`config.mk`:
```
export PLATFORM = sky130hd
export DESIGN_NAME = led_pwm_bank
export DESIGN_NICKNAME = d
export VERILOG_FILES = /design/src/rtl/led_pwm_bank.sv
export SDC_FILE = /design/constraint.sdc
export NUM_CORES = 1
export LEC_CHECK = 0
export BUFFER_PORTS_ARGS = -buffer_cell sky130_fd_sc_hd__buf_2
export CORE_ASPECT_RATIO = 0.8
export CORE_MARGIN = 2
export CORE_UTILIZATION = 63
export CTS_CLUSTER_SIZE = 10
export DETAILED_ROUTE_END_ITERATION = 10
export GPL_TIMING_DRIVEN = 0
export HOLD_SLACK_MARGIN = 0.03
export MAX_ROUTING_LAYER = met4
export PLACE_DENSITY = 0.8
export SYNTH_ARGS = -nofsm -noshare
export SYNTH_HDL_FRONTEND = slang
export SYNTH_SLANG_ARGS = --single-unit
export TNS_END_PERCENT = 20
```
`constraint.sdc`:
```
create_clock -name i_clk -period 12.95 [get_ports i_clk]
set_clock_uncertainty 0.05 [all_clocks]
set_input_delay 1.9425 -clock i_clk [delete_from_list [all_inputs] [get_ports i_clk]]
set_output_delay 1.9425 -clock i_clk [all_outputs]
set_load 0.03 [all_outputs]
```
`src/rtl/led_pwm_bank.sv`:
```
// led_pwm_bank: CHANNELS LED outputs driven from one shared prescaled PWM
// timebase. Each channel can be off, on, PWM duty, blink or breathing.
// Configuration writes land in per-channel shadow registers and are applied
// only on a PWM period wrap, so an LED waveform never glitches mid-period.
// Build option: define LED_ACTIVE_LOW_EN for an inverted (active-low) o_led.

// Per-channel lane: shadow/active config, blink state and the output flop.
module led_pwm_lane #(
  parameter int PWM_BITS = 8,
  parameter bit INV      = 1'b0
) (
  input  logic                i_clk,
  input  logic                i_reset,
  input  logic                i_wr_hit,
  input  logic [2:0]          i_wr_mode,
  input  logic [PWM_BITS-1:0] i_wr_value,
  input  logic                i_wrap,
  input  logic [PWM_BITS-1:0] i_pwm_cnt,
  input  logic [PWM_BITS-1:0] i_breath,
  output logic                o_led
);
  localparam logic [2:0] M_ON     = 3'd1;
  localparam logic [2:0] M_PWM    = 3'd2;
  localparam logic [2:0] M_BLINK  = 3'd3;
  localparam logic [2:0] M_BREATH = 3'd4;

  logic [2:0]          r_sh_mode, r_mode;
  logic [PWM_BITS-1:0] r_sh_val, r_val, r_bcnt;
  logic                r_pend, r_phase, r_led;
  logic                w_lit;

  // Shadow capture; the last write before a wrap wins
  always_ff @(posedge i_clk or posedge i_reset) begin
    if (i_reset) begin
      r_sh_mode <= '0;
      r_sh_val  <= '0;
    end else if (i_wr_hit) begin
      r_sh_mode <= i_wr_mode;
      r_sh_val  <= i_wr_value;
    end
  end

  // Boundary apply; a write on the wrap cycle itself stays pending for the next wrap
  always_ff @(posedge i_clk or posedge i_reset) begin
    if (i_reset) begin
      r_pend <= 1'b0;
      r_mode <= '0;
      r_val  <= '0;
    end else begin
      if (i_wrap && r_pend) begin
        r_mode <= r_sh_mode;
        r_val  <= r_sh_val;
      end
      if (i_wr_hit)    r_pend <= 1'b1;
      else if (i_wrap) r_pend <= 1'b0;
    end
  end

  // Blink half-period counter: value+1 periods per phase, restarted on apply
  always_ff @(posedge i_clk or posedge i_reset) begin
    if (i_reset) begin
      r_bcnt  <= '0;
      r_phase <= 1'b0;
    end else if (i_wrap) begin
      if (r_pend) begin
        r_bcnt  <= '0;
        r_phase <= 1'b0;
      end else if (r_mode == M_BLINK) begin
        if (r_bcnt == r_val) begin
          r_bcnt  <= '0;
          r_phase <= ~r_phase;
        end else begin
          r_bcnt <= r_bcnt + 1'b1;
        end
      end
    end
  end

  // Mode decode; codes 0 and 5..7 leave the LED dark
  always_comb begin
    w_lit = 1'b0;
    case (r_mode)
      M_ON:     w_lit = 1'b1;
      M_PWM:    w_lit = (i_pwm_cnt < r_val);
      M_BLINK:  w_lit = r_phase;
      M_BREATH: w_lit = (i_pwm_cnt < i_breath);
      default:  w_lit = 1'b0;
    endcase
  end

  // Registered pin drive, polarity applied here so reset matches the dark level
  always_ff @(posedge i_clk or posedge i_reset) begin
    if (i_reset) r_led <= INV;
    else         r_led <= w_lit ^ INV;
  end

  assign o_led = r_led;
endmodule

module led_pwm_bank #(
  parameter  int CHANNELS      = 8,
  parameter  int PWM_BITS      = 8,
  parameter  int PRESCALE_BITS = 16,
  localparam int CH_W          = (CHANNELS > 1) ? $clog2(CHANNELS) : 1
) (
  input  logic                     i_clk,
  input  logic                     i_reset,
  input  logic [PRESCALE_BITS-1:0] i_prescale,
  input  logic                     i_wr_en,
  input  logic [CH_W-1:0]          i_wr_ch,
  input  logic [2:0]               i_wr_mode,
  input  logic [PWM_BITS-1:0]      i_wr_value,
  output logic                     o_wr_ack,
  output logic                     o_wr_err,
  output logic                     o_period_start,
  output logic [CHANNELS-1:0]      o_led
);
`ifdef LED_ACTIVE_LOW_EN
  localparam bit INV = 1'b1;
`else
  localparam bit INV = 1'b0;
`endif

  localparam logic [PWM_BITS-1:0] PMAX = '1;
  localparam logic [PWM_BITS-1:0] PONE = {{(PWM_BITS-1){1'b0}}, 1'b1};
  localparam logic [CH_W:0]       NCH  = (CH_W+1)'(CHANNELS);

  logic [PRESCALE_BITS-1:0] r_presc;
  logic [PWM_BITS-1:0]      r_pwm, r_breath;
  logic                     r_dir_dn, r_ack, r_err, r_ps;
  logic                     w_tick, w_wrap, w_in_range;
  logic [CHANNELS-1:0]      w_hit;

  assign w_tick     = (r_presc == i_prescale);
  assign w_wrap     = w_tick && (r_pwm == PMAX);
  assign w_in_range = ({1'b0, i_wr_ch} < NCH);

  // Prescaler: equality compare only, so lowering i_prescale below the count
  // lets it run up through its natural overflow
  always_ff @(posedge i_clk or posedge i_reset) begin
    if (i_reset)     r_presc <= '0;
    else if (w_tick) r_presc <= '0;
    else             r_presc <= r_presc + 1'b1;
  end

  // PWM counter, free-running over 2^PWM_BITS ticks
  always_ff @(posedge i_clk or posedge i_reset) begin
    if (i_reset)     r_pwm <= '0;
    else if (w_tick) r_pwm <= r_pwm + 1'b1;
  end

  // Breath triangle: turn around on arrival so each endpoint lasts one period
  always_ff @(posedge i_clk or posedge i_reset) begin
    if (i_reset) begin
      r_breath <= '0;
      r_dir_dn <= 1'b0;
    end else if (w_wrap) begin
      if (!r_dir_dn) begin
        r_breath <= r_breath + 1'b1;
        if (r_breath == PMAX - 1'b1) r_dir_dn <= 1'b1;
      end else begin
        r_breath <= r_breath - 1'b1;
        if (r_breath == PONE) r_dir_dn <= 1'b0;
      end
    end
  end

  // Write handshake and period marker pulses
  always_ff @(posedge i_clk or posedge i_reset) begin
    if (i_reset) begin
      r_ack <= 1'b0;
      r_err <= 1'b0;
      r_ps  <= 1'b0;
    end else begin
      r_ack <= i_wr_en && w_in_range;
      r_err <= i_wr_en && !w_in_range;
      r_ps  <= w_wrap;
    end
  end

  assign o_wr_ack       = r_ack;
  assign o_wr_err       = r_err;
  assign o_period_start = r_ps;

  for (genvar g = 0; g < CHANNELS; g++) begin : g_lane
    assign w_hit[g] = i_wr_en && w_in_range && (i_wr_ch == CH_W'(g));

    led_pwm_lane #(
      .PWM_BITS (PWM_BITS),
      .INV      (INV)
    ) u_lane (
      .i_clk      (i_clk),
      .i_reset    (i_reset),
      .i_wr_hit   (w_hit[g]),
      .i_wr_mode  (i_wr_mode),
      .i_wr_value (i_wr_value),
      .i_wrap     (w_wrap),
      .i_pwm_cnt  (r_pwm),
      .i_breath   (r_breath),
      .o_led      (o_led[g])
    );
  end
endmodule

```
==> flow_summary.toml <==
[timing]
timing.hold.ws_ns = 0.4222
slew_viol_final = 0
timing.fmax_mhz = 235.9
tightest_slew_ns = 1.020
fin_crit_sh = 0.3273
rsz0062_at_grt = "no"
hold_violations = 0
maxSlewHeadroom = 0.3199
worst_slack_ns = 8.711
finalSetupViolations = 0
fin_crit_ns = 4.239
fin_setup_tns_ns = 0

[logic_synthesis]
synthTopCellsByArea = "dfrtp_1 48%, mux2_2 8.3%, ha_1 6.1%, xor2_1 5.0%, mux2_1 4.3%"
ys.flop_type = "dfrtp_1"
synth_edf_count = 0
async_flop_share = 1.000
synth-seq-cells = 299
synth_top_area_frac = 0.4774
ys_seq_area_frac = 0.4774
synth_nets = 1515
syn_inst = 1405
yosys.area.top_type = "dfrtp_1"
yosys.cell_types.count = 59
syn_area_mm2 = 0.01567
yosys_warnings = 0
avgSynthCellArea_um2 = 11.15

[die]
core_mm2 = 0.02438
pin_count = 44
die_w_um = 180.3
die_h_um = 145.1
dieArea_mm2 = 0.02616
initial_core_util = 0.6430
rows = 51

[grt]
grtUsageTotal = 0.3165
grt-ovfl-total = 0
grt_max_degree = 112
grt_pass1_wl_um = 63240
antenna_found_initial = 1
grt_pass1_vias = 11310

[finish]
utilization = 0.7109
layout.cells.most_common_list = "299 x dfrtp_1, 116 x mux2_2, 94 x inv_1, 89 x xor2_1, 77 x ha_1"
multi_input_area_mm2 = 0.007591
nFillCells = 1722
register_area_mm2 = 0.007482
drive_above_1_share = 0.1667
area_growth_syn_to_layout_pct = 10.57
nNetsFinal = 1598
final_common_cell = "dfrtp_1"

[clocking]
cts.repair.resized = 0
clock_sinks = 299
clock_latency_ns = 0.51
cts.reportedPaths.clkPinSlew_ns = 0.06
cts_buffers = 36
cts_tree = "built"
cts_root_buffer = "clkbuf_16"
htreeDepth = 2
postCtsSetupRepairBufs = 0
clockBufferDepth = 3
cts_hold_buf = 0

[drt]
num_vias = 11610
viasPerCell = 6.405
dr.pass1.iters = 5
drt_iter0_markers = 1061
routedWlPerCell_um = 21.99
ant_nets = 0
drcViolationCount = 0
finalWirelength_um = 39860

[setup_path]
crit_arrival_ns = 4.53
cp_cell_sequence = "buf_2 > xor2_1 > nor4_1 > and4_1 > buf_4 > buf_4 > nand2_1 > inv_2 > o21ai_0"
crit_type = "input port to flop"
crit_fanout = 10
critPathLaunchType = "input port"
r2r_cells = 7
critPathMaxStageDelay_ns = 0.47
critPathRequiredTime_ns = 13.25
worst_setup_path_end_kind = "flop"
path_common_cell = "buf_4"
crit_slowest_cell = "and4_1"

[job]
drv_cap = 0

[pwr]
p_leak_uw = 0.008223
peakVddDrop_mv = 0.1229
pwr_density_cell_mw_per_mm2 = 117.8
p_total_uw = 2041

[min_path]
hold_path.class = "flop to flop"
hold_depth = 1

[place]
pre_cts_ws_ns = 8.293
routabilityCongestion = 0.9119
dp_hpwl_um = 25960
io_buffers = 42

[status]
status = "completed"
metal layers:
metal	vias up	wire length (um)	GRT usage
met5	-	0	-
li1	5232	-	-
met1	5824	17610	0.4514
met2	469	17920	0.4708
met3	88	3154	0.05472
met4	0	1169	0.08992
flip-flops by register name, summed over array words and instances, names as in the netlist:
| register | flops |
|---|---|
| g_lane.u_lane.o_led | 8 |
| g_lane.u_lane.r_bcnt | 64 |
| g_lane.u_lane.r_mode | 24 |
| g_lane.u_lane.r_pend | 8 |
| g_lane.u_lane.r_phase | 8 |
| g_lane.u_lane.r_sh_mode | 24 |
| g_lane.u_lane.r_sh_val | 64 |
| g_lane.u_lane.r_val | 64 |
| o_period_start | 1 |
| o_wr_ack | 1 |
| r_breath | 8 |
| r_dir_dn | 1 |
| r_presc | 16 |
| r_pwm | 8 |
power by group:
part / leakage [uW] / switching (uW) / internal [uW] / total [uW]
sequential: 0.00380 / 40.0 / 1000 / 1040
combinational: 0.00395 / 61.7 / 62.2 / 124
clock: 0.000474 / 366 / 510 / 875
stage by stage:
stage               instance area, um^2  instances
floorplan                         15670       1405
global placement                  16280       1765
CTS                               17330       1812
detailed placement                16360       1768
finish                            17330       1813
global route                      17330       1812
worst max-delay path, delay by kind of cell:
family | cells | cell delay, ns
compound gates | 1 | 0.13
xor+xnor | 1 | 0.15
buf+inv | 4 | 1.08
simple gates | 3 | 1.22
logic make-up after synthesis:
| group | share of synthesized area |
|---|---|
| compound gates | 0.1170 |
| buf+inv | 0.03856 |
| xor+xnor | 0.06035 |
| fa+ha+maj | 0.06147 |
| flops | 0.4774 |
| mux | 0.1277 |
| simple gates | 0.1173 |
| other cells | 0.0002393 |
synthesized netlist by cell type, types with 22 or more instances:
cell and number:
nand4_1 22, mux2_2 116, o21ai_0 42, mux2_1 60, ha_1 77, dfrtp_1 299
a211oi_1 32, nand3_1 58, nor2_1 53, xor2_1 89, nand2b_1 31, nand2_1 54
o31ai_1 35, a21o_1 32, inv_1 95
worst paths after layout:
kind / end / slack (ns) / from
worst max-delay path: g_lane[7].u_lane.r_pend / 8.71 / i_prescale[13]
worst min-delay path: g_lane[2].u_lane.r_val[2] / 0.42 / g_lane[2].u_lane.r_sh_val[2]
worst max register to register: g_lane[6].u_lane.r_bcnt[3] / 9.14 / r_pwm[1]
worst min register to register: g_lane[2].u_lane.r_val[2] / 0.42 / g_lane[2].u_lane.r_sh_val[2]
max in group asynchronous: g_lane[5].u_lane.r_bcnt[6] / 9.94 / i_reset
min in group asynchronous: g_lane[7].u_lane.r_bcnt[2] / 1.49 / i_reset
cell type report:
class                      instances  share of cell area
buffer                            49             0.01408
sequential                       299              0.4318
timing repair buffer              45             0.01596
antenna                            1           0.0001444
tap                              318             0.02296
inverter                          96             0.02123
multi-input combinational        961              0.4381
clock buffer                      41             0.05430
clock inverter                     3            0.001516
(Power assumes the default switching activity.)
